<file path="config.mk">
export PLATFORM = sky130hd
export DESIGN_NAME = frame_writer
export DESIGN_NICKNAME = d
export VERILOG_FILES = /design/src/rtl/frame_writer.sv
export SDC_FILE = /design/constraint.sdc
export NUM_CORES = 1
export LEC_CHECK = 0
export ABC_AREA = 1
export CORE_MARGIN = 4
export CORE_UTILIZATION = 61
export DETAILED_ROUTE_END_ITERATION = 10
export PLACE_DENSITY = 0.83
export REMOVE_ABC_BUFFERS = 1
export SYNTH_ARGS = -nofsm -noshare
export SYNTH_HDL_FRONTEND = slang
export SYNTH_SLANG_ARGS = --single-unit
</file>
<file path="constraint.sdc">
create_clock -name clk -period 6.5 [get_ports clk]
set_input_delay 1.95 -clock clk [delete_from_list [all_inputs] [get_ports clk]]
set_output_delay 1.95 -clock clk [all_outputs]
set_load 0.05 [all_outputs]
</file>
<file path="src/rtl/frame_writer.sv">
// rtl/frame_writer.sv - packs a pixel stream into memory words and writes a frame through a small word FIFO
// Optional row padding to word boundaries: FRAME_WRITER_ROW_PAD_EN
module frame_writer #(
   parameter int               PIXEL      = 8,
   parameter int               PACK       = 4,
   parameter int               EADDR      = 32,
   parameter int               OUT_SIZE   = 510,
   parameter logic [EADDR-1:0] BASE_ADDR  = '0,
   parameter int               FIFO_DEPTH = 8
) (
   input  logic                   clk,
   input  logic                   rst_n,
   input  logic                   start,
   input  logic                   pix_valid,
   input  logic [PIXEL-1:0]       pix_data,
   output logic                   wr_en,
   output logic [EADDR-1:0]       wr_addr,
   output logic [PIXEL*PACK-1:0]  wr_data,
   input  logic                   wr_ready,
   output logic                   busy,
   output logic                   frame_done,
   output logic                   overflow
);

   localparam int WORD  = PIXEL * PACK;
   localparam int TOTAL = OUT_SIZE * OUT_SIZE;
   localparam int PCW   = $clog2(TOTAL + 1);
   localparam int LW    = (PACK > 1) ? $clog2(PACK) : 1;
   localparam int AW    = $clog2(FIFO_DEPTH);
   localparam int FCW   = AW + 1;
`ifdef FRAME_WRITER_ROW_PAD_EN
   localparam int CW    = $clog2(OUT_SIZE + 1);
`endif

   typedef enum logic [1:0] {S_IDLE, S_RUN, S_FLUSH, S_DONE} state_t;

   state_t            state, state_nx;
   logic [PCW-1:0]    pix_cnt;
   logic [LW-1:0]     lane_cnt;
   logic [WORD-1:0]   pack_reg;
   logic [EADDR-1:0]  push_addr;
   logic              ovf_reg;
`ifdef FRAME_WRITER_ROW_PAD_EN
   logic [CW-1:0]     col_cnt;
`endif

   logic [WORD-1:0]   mem_data [FIFO_DEPTH];
   logic [EADDR-1:0]  mem_addr [FIFO_DEPTH];
   logic [AW-1:0]     rd_ptr, wr_ptr;
   logic [FCW-1:0]    fifo_cnt, cnt_nx;

   logic              accept, last_pix, final_lane, row_end;
   logic              push, pop, full, push_ok, drop;
   logic [WORD-1:0]   word_nx;

   // Datapath: the incoming pixel merged into the pending word
   always_comb begin
      accept     = (state == S_RUN) && pix_valid;
      last_pix   = (pix_cnt == PCW'(TOTAL - 1));
      final_lane = (lane_cnt == LW'(PACK - 1));
`ifdef FRAME_WRITER_ROW_PAD_EN
      row_end    = (col_cnt == CW'(OUT_SIZE - 1));
`else
      row_end    = 1'b0;
`endif
      word_nx = pack_reg;
      word_nx[int'(lane_cnt)*PIXEL +: PIXEL] = pix_data;
      push    = accept && (final_lane || last_pix || row_end);
      pop     = wr_en && wr_ready;
      full    = (fifo_cnt == FCW'(FIFO_DEPTH));
      push_ok = push && (!full || pop);
      drop    = push && full && !pop;
      cnt_nx  = fifo_cnt;
      if (push_ok && !pop) begin
         cnt_nx = fifo_cnt + FCW'(1);
      end else if (!push_ok && pop) begin
         cnt_nx = fifo_cnt - FCW'(1);
      end
   end

   always_comb begin
      state_nx = state;
      case (state)
         S_IDLE:  if (start) state_nx = S_RUN;
         S_RUN:   if (accept && last_pix) state_nx = S_FLUSH;
         S_FLUSH: if (cnt_nx == '0) state_nx = S_DONE;
         S_DONE:  state_nx = S_IDLE;
         default: state_nx = S_IDLE;
      endcase
   end

   always_ff @(posedge clk or negedge rst_n) begin
      if (!rst_n) begin
         state     <= S_IDLE;
         pix_cnt   <= '0;
         lane_cnt  <= '0;
         pack_reg  <= '0;
         push_addr <= BASE_ADDR;
         ovf_reg   <= 1'b0;
         rd_ptr    <= '0;
         wr_ptr    <= '0;
         fifo_cnt  <= '0;
`ifdef FRAME_WRITER_ROW_PAD_EN
         col_cnt   <= '0;
`endif
      end else begin
         state <= state_nx;
         if (state == S_IDLE && start) begin
            pix_cnt   <= '0;
            lane_cnt  <= '0;
            pack_reg  <= '0;
            push_addr <= BASE_ADDR;
            ovf_reg   <= 1'b0;
`ifdef FRAME_WRITER_ROW_PAD_EN
            col_cnt   <= '0;
`endif
         end else if (accept) begin
            pix_cnt <= pix_cnt + PCW'(1);
            // A dropped word still consumes its address
            if (push) begin
               lane_cnt  <= '0;
               pack_reg  <= '0;
               push_addr <= push_addr + EADDR'(1);
            end else begin
               lane_cnt <= lane_cnt + LW'(1);
               pack_reg <= word_nx;
            end
`ifdef FRAME_WRITER_ROW_PAD_EN
            col_cnt <= row_end ? '0 : col_cnt + CW'(1);
`endif
         end
         if (drop) begin
            ovf_reg <= 1'b1;
         end
         if (push_ok) begin
            wr_ptr <= wr_ptr + AW'(1);
         end
         if (pop) begin
            rd_ptr <= rd_ptr + AW'(1);
         end
         fifo_cnt <= cnt_nx;
      end
   end

   always_ff @(posedge clk) begin
      if (push_ok) begin
         mem_data[wr_ptr] <= word_nx;
         mem_addr[wr_ptr] <= push_addr;
      end
   end

   // Head is gated so an empty or freshly reset FIFO presents zeros
   assign wr_en      = (fifo_cnt != '0);
   assign wr_addr    = wr_en ? mem_addr[rd_ptr] : '0;
   assign wr_data    = wr_en ? mem_data[rd_ptr] : '0;
   assign busy       = (state == S_RUN) || (state == S_FLUSH);
   assign frame_done = (state == S_DONE);
   assign overflow   = ovf_reg;

endmodule

</file>
### After elaboration in Yosys (flattened, before gate mapping)

Memories as Yosys holds them, arrays and structs flattened.
Cells that the tools add are included.

| word-level totals | value |
|---|---|
| register bits after elaboration | 97 |
| memory bits (writable) | 512 |
| bits of input ports | 13 |
| output and inout bits | 68 |
| word-level logic and storage cells | 78 |
| memories kept | 2 |

| cells by class | value |
|---|---|
| add/subtract/negate cells | 8 |
| equal/unequal tests | 9 |
| shift operators | 2 |
| multiplexer cells | 24 |
| reduce and logical (&&, ||, !) cells | 24 |

Memory list:

| memory | depth | bits a word | rd ports | clocked after Yosys merged registers in | wr ports | RTL line | source |
|---|---|---|---|---|---|---|---|
| mem_addr | 8 | 32 | 1 | 0 | 1 | 48 | `logic [EADDR-1:0] mem_addr [FIFO_DEPTH];` |
| mem_data | 8 | 32 | 1 | 0 | 1 | 47 | `logic [WORD-1:0] mem_data [FIFO_DEPTH];` |

Operator list:

| cell | number |
|---|---|
| 32-bit 2-to-1 mux | 8 |
| 18-bit 2-to-1 mux | 2 |
| 5-bit negator with 33-bit output | 1 |
| 8-bit by 33-bit variable shift with 32-bit output (first input constant) | 1 |
| 8-bit by 33-bit variable part select with 32-bit output | 1 |
| 32-bit by 1-bit adder with 32-bit output (second input constant) | 1 |
| 32-bit bitwise mux | 1 |
| 18-bit by 1-bit adder with 18-bit output (second input constant) | 1 |
| 18-bit equality test (second input constant) | 1 |
| 2-bit 2-to-1 mux | 6 |
| 1-bit logical AND | 10 |
| 4-bit 2-to-1 mux | 2 |
| 2-bit one-hot mux with 4 select lines | 1 |
| 3-bit by 1-bit adder with 3-bit output (second input constant) | 2 |
| 2-bit equality test (second input constant) | 3 |
| 2-bit nonzero test | 3 |
| 4-bit by 1-bit adder with 4-bit output (second input constant) | 1 |
| 4-bit equality test (second input constant) | 1 |
| 4-bit logical NOT | 1 |
| 1-bit 2-to-1 mux | 4 |
| 2-bit inequality test (second input constant) | 2 |
| 4-bit nonzero test | 1 |
| 4-bit by 1-bit subtractor with 4-bit output (second input constant) | 1 |
| 1-bit logical NOT | 3 |
| other kinds (7) | 9 |

### Logic depth before layout (Yosys ltp)

Gate-level depths: netlist (run 1).

| depth | value |
|---|---|
| word-level depth | 11 |
| mapped depth | 17 |
| gate-level depth less buffers | 17 |

### Worst setup path after synthesis (run 1)

Ideal clock, no wire load.

| timing | value |
|---|---|
| kind | input port to flip-flop |
| start | input port pix_valid |
| end | memory mem_addr[0][0] (enable) |
| arrival | 5659 ps |
| slack | 355 ps |
| cell stages on the path | 8 |
| cell sequence | nand2_1 -> inv_1 -> nand2_2 -> nand2_8 -> buf_4 -> nand2_1 -> or2_1 -> nor2_1 |

| between the ends | value |
|---|---|
| longest elaborated chain between the ends | 5 |

RTL lines:

| what | RTL line | source |
|---|---|---|
| from (decl) | 14 | `input logic pix_valid,` |
| 1-bit logical AND | 58 | `accept = (state == S_RUN) && pix_valid;` |
| 1-bit logical AND | 68 | `push = accept && (final_lane \|\| last_pix \|\| row_end);` |
| 1-bit logical AND | 71 | `push_ok = push && (!full \|\| pop);` |
| 1-bit 2-to-1 mux | 146 | `if (push_ok) begin` |
| 1-bit 2-to-1 mux (implied by the code) | 148 | `mem_addr[wr_ptr] <= push_addr;` |
| to (decl) | 48 |  |

No other way between the ends.

### Final worst setup path (run 1)

| timing | value |
|---|---|
| start | register rd_ptr[0] |
| end | output port wr_data[25] |

| between the ends | value |
|---|---|
| longest elaborated chain between the ends | 2 |

RTL lines:

| what | RTL line | source |
|---|---|---|
| from (decl) | 49 | `logic [AW-1:0] rd_ptr, wr_ptr;` |
| from (signal assigned) | 139 | `rd_ptr <= rd_ptr + AW'(1);` |
| memory read 8 x 32 bit | - |  |
| 32-bit 2-to-1 mux | 155 | `assign wr_data = wr_en ? mem_data[rd_ptr] : '0;` |
| to (decl) | 18 | `output logic [PIXEL*PACK-1:0] wr_data,` |

No other way between the ends.

==> flow_summary.yaml, run 1 <==
run_status:
  status: "completed"
clock_network:
  cts_root_buf: "clkbuf_16"
  cts_resized: 0
  htreeDepth: 2
  cts_made_buffers: 55
  cts.sinks: 609
  clkTransAtPathRegs_ps: 60
  tritoncts: "done"
  cts_hold_buf: 0
  cts_setup_buffers: 0
  ctsLongestPathBuffers: 3
  clock_latency_ps: 590
route:
  antenna_left: 0
  wl_per_cell_um: 21.4
  viasPerCell: 6.34
  drc: 0
  drt_pass1_iterations: 6
  routed_wl_um: 59400
  initialDrtViolationCount: 2544
  vias: 17636
timing:
  worstMarginPinSlew_ps: 1010
  final_hold_viol_count: 0
  finalClockSkew_ps: 26.4
  rsz0062_at_grt: "false"
  hold_slack_ps: 495
  max_freq_mhz: 175
  finalCriticalPeriod_ps: 5720
  slew_headroom_pct: 32.5
  final_max_slew_viol_count: 0
  setup_viol: 0
  fin_crit_sh_pct: 88.0
  tns_ps: 0
worst_setup_path:
  slowest_stage: "clkdlybuf4s50_1"
  cp.arrival_ps: 3770
  critPathMaxFanout: 67
  cpMostUsedCell: "o21ai_0"
  required_ps: 4550
  cp.buffers_inverters: 3
  crit_chain: "inv_6 > buf_4 > o21ai_0 > o22ai_1 > o21ai_0 > a31oi_1 > clkdlybuf4s50_1"
  path_class: "register to primary output"
  critPathTopFamily: "buffers and inverters"
  end_kind: "primary output"
  critPathMaxStageDelay_ps: 870
  worstSetupStartpointType: "register"
power:
  leakage_uw: 0.00970
  p_sw_uw: 5100
  ir_drop_mv: 0.363
  p_sw_share_pct: 40.2
  power_frac_clock_pct: 24.6
  p_int_uw: 7600
  p_seq_share_pct: 34.9
  power_density_nw_per_um2: 448
  p_comb_share_pct: 40.5
yosys:
  ys_ff_latch: 609
  syn_area_per_cell_um2: 11.7
  yosys_warnings: 0
  synthCells: 2161
  syn_area_um2: 25200
  yosysSeqAreaShare_pct: 70.6
  ys_types: 43
global_routing:
  grt_pass1_wl_um: 93600
  grt_antenna_before_repair: 1
  overflow: 0
  gr-usage-all-layers_pct: 26.4
  grt_max_degree: 86
  grt_pass1_vias: 17388
cells_and_area:
  fin_util_pct: 69.5
  top_regs: "mem_addr: 256 flops, mem_data: 256 flops"
  drive_above_1_share_pct: 6.89
  multi_input_area_um2: 6550
  seq_area_um2: 17800
  fin_cells: 2782
  nFillCells: 2582
  insertedDiodeCount: 0
  syn_to_final_growth_pct: 12.6
  nets: 2235
flow_run:
  maxCapViolCount: 0
floorplan:
  row_count: 74
  ios: 81
  die_x_um: 211
  die_h_um: 211
  dieArea_um2: 44600
  initial_utilization_pct: 61.7
  core_um2: 40800
place:
  place.gp.congestion: 0.949
  placedCellCount: 2681
  hpwl_um: 31900
  numPortBuffers: 80
min_path:
  hold_class: "register to register"
-- logic make-up (layout without fill, tap and decap cells) --
logic type	after synthesis	in the layout	share of synthesized area (%)
XOR/XNOR	19	19	0.660
buffers and inverters	238	327	3.61
flip-flops	609	609	70.6
adder cells (fa/ha/maj)	16	16	0.794
multiplexers	1	1	0.0447
AO/OA/AOI/OAI	575	575	12.4
AND/OR/NAND/NOR	703	703	11.8
-- synthesized netlist by cell type, drive strengths merged --
master	count	area share [%]
nor3	35	0.73
nand3	66	1.4
o221a	1	0.045
and3	4	0.099
nand2	120	2.0
buf	21	0.38
nor3b	1	0.030
or2	2	0.050
o21a	2	0.060
clkbuf	107	1.6
xnor2	6	0.21
a21oi	22	0.44
nand4	18	0.45
ha	16	0.79
edfxtp	512	61
xor2	13	0.45
a22oi	1	0.030
a221oi	1	0.035
mux2	1	0.045
nor2	449	6.8
a22o	1	0.035
nor4	8	0.31
o31ai	12	0.36
a211oi	1	0.030
o21ai	371	7.4
dfrtp	97	9.6
o22ai	97	2.4
inv	110	1.6
a31oi	66	1.6
-- path summary, 6_finish.rpt --
path | from | end | slack [ps] | cells after the start
min | pix_cnt[16] | pix_cnt[16] | 500 | 1
max | rd_ptr[0] | wr_data[25] | 780 | 7
min reg2reg | pix_cnt[16] | pix_cnt[16] | 500 | 1
max reg2reg | fifo_cnt[0] | mem_data[7][22] | 2820 | 10
max in group asynchronous | rst_n | rd_ptr[0] | 3940 | 2
min in group asynchronous | rst_n | fifo_cnt[0] | 1490 | 1
-- layout make-up --
class	count	area share [%]
Clock buffer	76	5.42
Clock inverter	25	0.723
Inverter	110	1.49
Multi-Input combinational cell	1314	23.1
Sequential cell	609	62.7
Tap cell	532	2.34
Timing Repair Buffer	116	4.21
-- cells in the final DEF (no fill, tap or decap), drive strengths merged, types with 76 or more instances in the layout --
master	synthesis	final
edfxtp	512	512
o21ai	371	371
clkbuf	107	76
nor2	449	449
inv	110	110
clkdlybuf4s50	0	79
o22ai	97	97
dfrtp	97	97
nand2	120	120
-- worst register-to-register path, cell delays in order, from the launching register on --
cell and delay (ps):
dfrtp_1 420, inv_1 80, ha_1 260, nand3_2 580
nand2_4 190, nand4_1 260, nand2_1 130, inv_1 110
nand2_1 230, nor2_4 550, buf_4 500
-- power by group through the flow --
stage	sequential, uW	combinational [uW]	clock (uW)
6_report	4440	5150	3120
5_1_grt	4450	5520	3320
4_1_cts	4440	5130	3140
3_5_place_dp	4520	5090	0
3_3_place_gp	4510	4970	0
2_1_floorplan	4670	3290	0
-- per-stage QoR --
stage               power (uW)  setup slack, ps  cell area, um2
CTS                      12700              787           28400
finish                   12700              777           28400
floorplan                 7960            -5240           24700
detailed placement        9600             1440           26600
global placement          9480             1470           26600
global route             13300              571           28400
-- layer usage --
metal / up-vias / part of all wire, % / GRT usage [%]
met1: 8595 / 39 / 37.2
met4: 2 / 2.3 / 8.05
met2: 1041 / 49 / 43.5
met5: - / 0.013 / 0
li1: 7866 / - / -
met3: 132 / 9.9 / 3.88
No activity file was read; power rests on OpenSTA's default activity.
==> inputs of run 2 (changes only) <==
--- a/config.mk
+++ b/config.mk
@@ -9,8 +9,9 @@
 export CORE_MARGIN = 4
 export CORE_UTILIZATION = 61
 export DETAILED_ROUTE_END_ITERATION = 10
-export PLACE_DENSITY = 0.83
+export PLACE_DENSITY_LB_ADDON = 0.25
 export REMOVE_ABC_BUFFERS = 1
+export SLEW_MARGIN = 20
 export SYNTH_ARGS = -nofsm -noshare
 export SYNTH_HDL_FRONTEND = slang
 export SYNTH_SLANG_ARGS = --single-unit
==> run 2 against run 1 <==
Compared with the run above:
- sequential power barely moved
- routed wire length fell by 1.9%
- non-clock buffer count fell by 7
- sequential share of layout area fell by 0.42 points
- sequential cell count did not move
- worst hold slack improved by 2.3 ps
- design area rose by 0.67%
- setup slack got worse by 310 ps
==> flow_summary.yaml, run 2 (synthesis results as in run 1) <==
clock_network:
  tritoncts: "done"
  cts_hold_buf: 0
  cts.sinks: 609
  htreeDepth: 2
  cts_made_buffers: 58
  ctsLongestPathBuffers: 3
  clkTransAtPathRegs_ps: 60
  cts_setup_buffers: 0
  cts_resized: 0
  clock_latency_ps: 610
  cts_root_buf: "clkbuf_16"
floorplan:
  core_um2: 40800
  die_x_um: 211
  ios: 81
  dieArea_um2: 44600
  row_count: 74
  initial_utilization_pct: 61.7
  die_h_um: 211
timing:
  final_hold_viol_count: 0
  hold_slack_ps: 497
  finalCriticalPeriod_ps: 6030
  fin_crit_sh_pct: 92.8
  finalClockSkew_ps: 14.7
  setup_viol: 0
  worstMarginPinSlew_ps: 1060
  rsz0062_at_grt: "false"
  slew_headroom_pct: 29.4
  max_freq_mhz: 166
  final_max_slew_viol_count: 0
global_routing:
  grt_pass1_vias: 17243
  grt_max_degree: 161
  overflow: 0
  grt_pass1_wl_um: 93000
  grt_antenna_before_repair: 0
  gr-usage-all-layers_pct: 26.3
cells_and_area:
  nets: 2231
  drive_above_1_share_pct: 7.07
  fin_util_pct: 70.0
  insertedDiodeCount: 0
  layout.cells.most_common_list: "512 x edfxtp_1, 437 x nor2_1, 370 x o21ai_0"
  fin_cells: 2782
  syn_to_final_growth_pct: 13.4
  mostFrequentLayoutCell: "edfxtp_1"
  top_regs: "mem_addr: 256 flops, mem_data: 256 flops"
  nFillCells: 2785
power:
  leakage_uw: 0.00981
  finalPower_uw: 13100
  ir_drop_mv: 0.433
  power_density_nw_per_um2: 457
route:
  antenna_left: 0
  wl_per_cell_um: 21.0
  viasPerCell: 6.18
  drc: 0
  routed_wl_um: 58300
  initialDrtViolationCount: 1722
  drt_pass1_iterations: 5
  vias: 17193
min_path:
  holdPathStages: 1
  hold_class: "register to register"
worst_setup_path:
  r2r_cells: 10
  path_class: "register to primary output"
  worstSetupStartpointType: "register"
  critPathMaxFanout: 74
  end_kind: "primary output"
  cp.arrival_ps: 4080
  required_ps: 4550
place:
  placedCellCount: 2674
  place.gp.congestion: 0.929
  numPortBuffers: 80
  hpwl_um: 31700
flow_run:
  maxCapViolCount: 0
run_status:
  status: "completed"
==> run 2: cell type report <==
cell class	instances	area (um2)	share of cell area, %
inverters	110	423	1.48
repair buffers	109	1140	3.99
clock inverters	39	472	1.65
multi-input cells	1314	6550	22.9
clock buffers	69	1510	5.30
flip-flops and latches	609	17800	62.3
well taps	532	666	2.33
==> run 2: stage by stage <==
| stage | worst slack [ps] | TNS [ps] | instance area, um2 |
|---|---|---|---|
| detailed placement | 1100 | 0 | 26600 |
| global placement | 1160 | 0 | 26600 |
| floorplan | -5240 | -338530 | 24700 |
| finish | 469 | 0 | 28600 |
| CTS | 433 | 0 | 28600 |
| global route | 321 | 0 | 28600 |
==> run 2: critical path, cell delays in order (launching register included) <==
cell and delay (ps):
dfrtp_4 900, buf_4 810, o21ai_0 220, o22ai_1 230
o21ai_0 100, a31oi_1 300, clkdlybuf4s50_1 880
==> run 2: report_power, final <==
part / switching [uW] / internal (uW) / leakage, uW
logic: 3590 / 1480 / 0.00288
clock network: 1410 / 2090 / 0.000966
registers: 126 / 4350 / 0.00596
==> run 2: final timing paths <==
| check | from | to | slack (ps) |
|---|---|---|---|
| min in group asynchronous | rst_n | wr_ptr[0] | 1410 |
| max reg2reg | fifo_cnt[0] | mem_addr[3][23] | 2890 |
| min | pix_cnt[14] | pix_cnt[14] | 500 |
| min reg2reg | pix_cnt[14] | pix_cnt[14] | 500 |
| max in group asynchronous | rst_n | rd_ptr[1] | 3970 |
| max | rd_ptr[1] | wr_addr[12] | 470 |
==> run 2: layer usage <==
layer	up-vias	global-route usage, %	part of all wire (%)
met5	-	0	0
met4	0	8.43	2.5
met3	132	3.43	8.1
met2	785	43.2	49
met1	8398	37.3	41
li1	7878	-	-
==> variant 1, RTL diff (settings of run 1) <==
The parameter `PACK` goes from 4 to 2.
--- a/src/rtl/frame_writer.sv
+++ b/src/rtl/frame_writer.sv
@@ -3,5 +3,5 @@
 module frame_writer #(
    parameter int               PIXEL      = 8,
-   parameter int               PACK       = 4,
+   parameter int               PACK       = 2,
    parameter int               EADDR      = 32,
    parameter int               OUT_SIZE   = 510,
Ports: changed (resized wr_data); port bits go from 81 to 65. No check against the original RTL was run, so the function may have changed too.
==> variant 1 against run 1 <==
Sequential cell count is 145 lower. Power is 16% lower. Global-route usage is 0.11 points lower. Area after synthesis is 24% lower. Core utilization is 1.3 points higher. Non-clock buffer count is 29 lower. Design area is 23% lower. Sequential share of layout area is 0.93 points lower. Count of clock-buffer cells in the layout is 22 lower. Combinational power is 15% lower. Wire length is 24% lower. Critical path depth is 1 lower. Setup slack worse by 150 ps.
==> variant 1: results (changes against run 1) <==
status: finished clean
Synth top cells by count: edfxtp_1, nor2_1, o21ai_0, nand2_1, inv_1
number of global-route vias before repair: 13280 (-24%)
Comb power: 4.36 mW (-15%)
count of multi-input gates: 1015 (-23%)
largest registers: mem_addr: 256 flops, mem_data: 128 flops, push_addr: 32 flops
hold endpoint: pack_reg[14]$_DFFE_PN0P_
sequential cells: 464 (-24%)
clk_lat worst skew: 550 ps (-40 ps)
Critical R2R Capture: mem_addr[2][24]$_DFFE_PP_
EDFF count, synth: 384 (-25%)
inverter count: 98 (-11%)
placed cell count: 2060 (-23%)
switching share of power: 40.80% (+0.63 points)
Final non-clock buffer share: 4.216% (+0.011 points)
DPL Wire Length: 25220 um (-21%)
final WL: 45390 um (-24%)
fraction of area in multi-input gates: 23.15% (+0.068 points)
Final Hold Slack: 516.0 ps (+20.95 ps)
sequential-to-total area share from yosys stat: 70.21% (-0.44 points)
IO buf count: 64 (-20%)
largest net degree at the start of global routing: 194 (+130%)
Non-clk bufs: 87 (-25%)
cells on worst reg2reg path: 12 (+2)
area occupied by registers: 13540 um^2 (-24%)
gr usage total: 26.29% (-0.11 points)
Clock Skew: 16.71 ps (-9.740 ps)
first-pass GRT wire length: 70970 um (-24%)
share of layout cells above drive strength 1: 8.467% (+1.6 points)
clock group total power: 2.66 mW (-15%)
worst-path fanout max: 73 (+9.0%)
worst r2r src: state[1]$_DFFE_PN0P_
worst slack, placed: 1334 ps (-105.9 ps)
## variant 1: changes by cell type after synthesis, moves of 17 or more
cell and change:
edfxtp_1 -128, nor2_1 -109, dfrtp_1 -17, o21ai_0 -77
clkbuf_1 -33, o22ai_1 -41, nand3_1 -35, a31oi_1 -17
## variant 1: logic make-up (layout without fill, tap and decap cells)
kind of cell,Yosys count,count (layout),synth area share (%)
AOI/OAI and AO/OA,447,447,12.50
DFF,464,464,70.21
xor gates and xnor gates,9,9,0.4090
and+or+nand+nor,548,548,12.36
adders and majority gates,11,11,0.7140
buffers and inverters,188,269,3.817
## variant 1: per-stage QoR
step           power (mW)  TNS [ps]  utilization, %  area [um^2]
2_1_floorplan       6.557   -130350               -        18910
3_3_place_gp        7.900         0           66.00        20400
3_5_place_dp        8.010         0           66.00        20400
4_1_cts             10.66         0           70.86        21900
5_1_grt             11.16         0           70.86        21900
6_report            10.68         0           70.86        21900
## variant 1: worst max path at each step
stage | startpoint | end | slack (ps) | cells after the start
CTS | rd_ptr[0]$_DFFE_PN0N_ | wr_data[2] | 740 | 7
global placement | rd_ptr[1]$_DFFE_PN0N_ | wr_addr[7] | 1290 | 6
floorplan | rd_ptr[0]$_DFFE_PN0N_ | wr_addr[0] | -2710 | 5
finish | rd_ptr[1]$_DFFE_PN0N_ | wr_addr[7] | 630 | 6
detailed placement | rd_ptr[1]$_DFFE_PN0N_ | wr_addr[30] | 1330 | 7
global route | rd_ptr[1]$_DFFE_PN0N_ | wr_data[12] | 520 | 7
## variant 1: layer usage
metal	wire length (um)	GRT usage [%]	vias up
met5	0	0	-
met4	1317	8.802	0
met3	4371	3.909	137
met2	22050	43.28	796
met1	17650	36.66	6450
li1	-	-	6033
==> variant 2, RTL diff (settings of run 1) <==
Made on the original files. One comparison of `fifo_cnt` changes from == to >=.
--- a/src/rtl/frame_writer.sv
+++ b/src/rtl/frame_writer.sv
@@ -68,5 +68,5 @@
       push    = accept && (final_lane || last_pix || row_end);
       pop     = wr_en && wr_ready;
-      full    = (fifo_cnt == FCW'(FIFO_DEPTH));
+      full    = (fifo_cnt >= FCW'(FIFO_DEPTH));
       push_ok = push && (!full || pop);
       drop    = push && full && !pop;
Function: no difference found for any inputs over 4 cycles, from zero or initial values and one cycle with rst_n low; that may be too few to reach the edited logic, so the function may still have changed.
==> variant 2 against run 1 <==
Setup slack lost 110 ps. Power rose by 3.0%. Synthesized cell count is the same. Count of clock-buffer cells in the layout is 11 higher. Sequential cell count unchanged. Wire length grew 0.65%. Area after synthesis up 0.43%. Non-clock buffer count decreased by 5. Via count down 0.28%. Sequential share of layout area shrank 0.38 points. Design area increased by 0.61%.
==> variant 2: results (changes against run 1) <==
status: finished clean
worst-path fanout max: 257 (+280%)
DR top layer: met4
initial antenna violation count: 0 (-1)
filler instances: 2666 (+3.3%)
Clock Skew: 27.93 ps (+1.483 ps)
clk_lat worst skew: 630 ps (+40 ps)
Synth top cells by count: edfxtp_1, nor2_1, o21ai_0, nand2_1, inv_1
Final non-clock buffer share: 4.048% (-0.16 points)
gr usage total: 26.69% (+0.29 points)
r2r setup slk: 2650 ps (-170 ps)
largest net degree at the start of global routing: 258 (+200%)
power after layout: 13.08 mW (+3.0%)
inverter count: 120 (+9.1%)
met3 routed WL: 5149 um (-12%)
drt via density: 6.303 (-0.57%)
fin cells: 2790 (+0.29%)
sequential power: 4.43 mW (about the same)
peak supply drop: 364.3 uV (+0.26%)
RePlAce Congestion: 0.9021 (-5.0%)
mux contribution to synthesized area: 0% (-0.045 points)
first-pass GRT wire length: 94110 um (+0.55%)
number of distinct library cells after synthesis: 50 (+16%)
WL met1: 23050 um (+0.18%)
Final Hold Slack: 507.0 ps (+11.94 ps)
Multi-input gate area: 6605 um^2 (+0.82%)
number of global-route vias before repair: 17640 (+1.5%)
dpl cell area: 26700 um^2 (+0.22%)
Max Clk Rate: 171.4 MHz (-1.9%)
share of layout cells above drive strength 1: 8.060% (+1.2 points)
placed cell count: 2678 (-0.11%)
sw power: 5.357 mW (+5.0%)
final WL: 59830 um (+0.65%)
synthesized-area fraction occupied by adder cells: 0.7910% (-0.0034 points)
Layout clock area frac: 6.506% (+0.37 points)
initial DRC count: 2132 (-16%)
Synth Area in XOR/XNOR: 0.5883% (-0.072 points)
grt met1 use: 35.44% (-1.8 points)
met3 usage: 5.098% (+1.2 points)
worst rel slew slack: 16.40% (-16 points)
Seq/total area: 62.36% (-0.38 points)
worst slack, placed: 1410 ps (-29.48 ps)
Synth Area in Compound Gates: 12.52% (+0.076 points)
Worst EP arrival: 3880 ps (+110 ps)
[variant 2: cell count changes after synthesis, sizes merged, moves of 3 or more]
cell / before / now
o31ai: 12 / 9
inv: 110 / 119
clkbuf: 107 / 90
nand3: 66 / 61
and3: 4 / 1
nor4: 8 / 15
o21ai: 371 / 374
nor3: 35 / 26
buf: 21 / 36
[variant 2: worst paths after layout]
check,startpoint,end,cells past startpoint
max reg2reg,fifo_cnt[0]$_DFF_PN0_,mem_addr[1][2]$_DFFE_PP_,11
min,pix_cnt[13]$_DFFE_PN0P_,pix_cnt[13]$_DFFE_PN0P_,1
max in group asynchronous,rst_n,rd_ptr[1]$_DFFE_PN0N_,2
min reg2reg,pix_cnt[13]$_DFFE_PN0P_,pix_cnt[13]$_DFFE_PN0P_,1
min in group asynchronous,rst_n,push_addr[14]$_DFFE_PN0P_,1
max,rd_ptr[0]$_DFFE_PN0N_,wr_addr[3],6
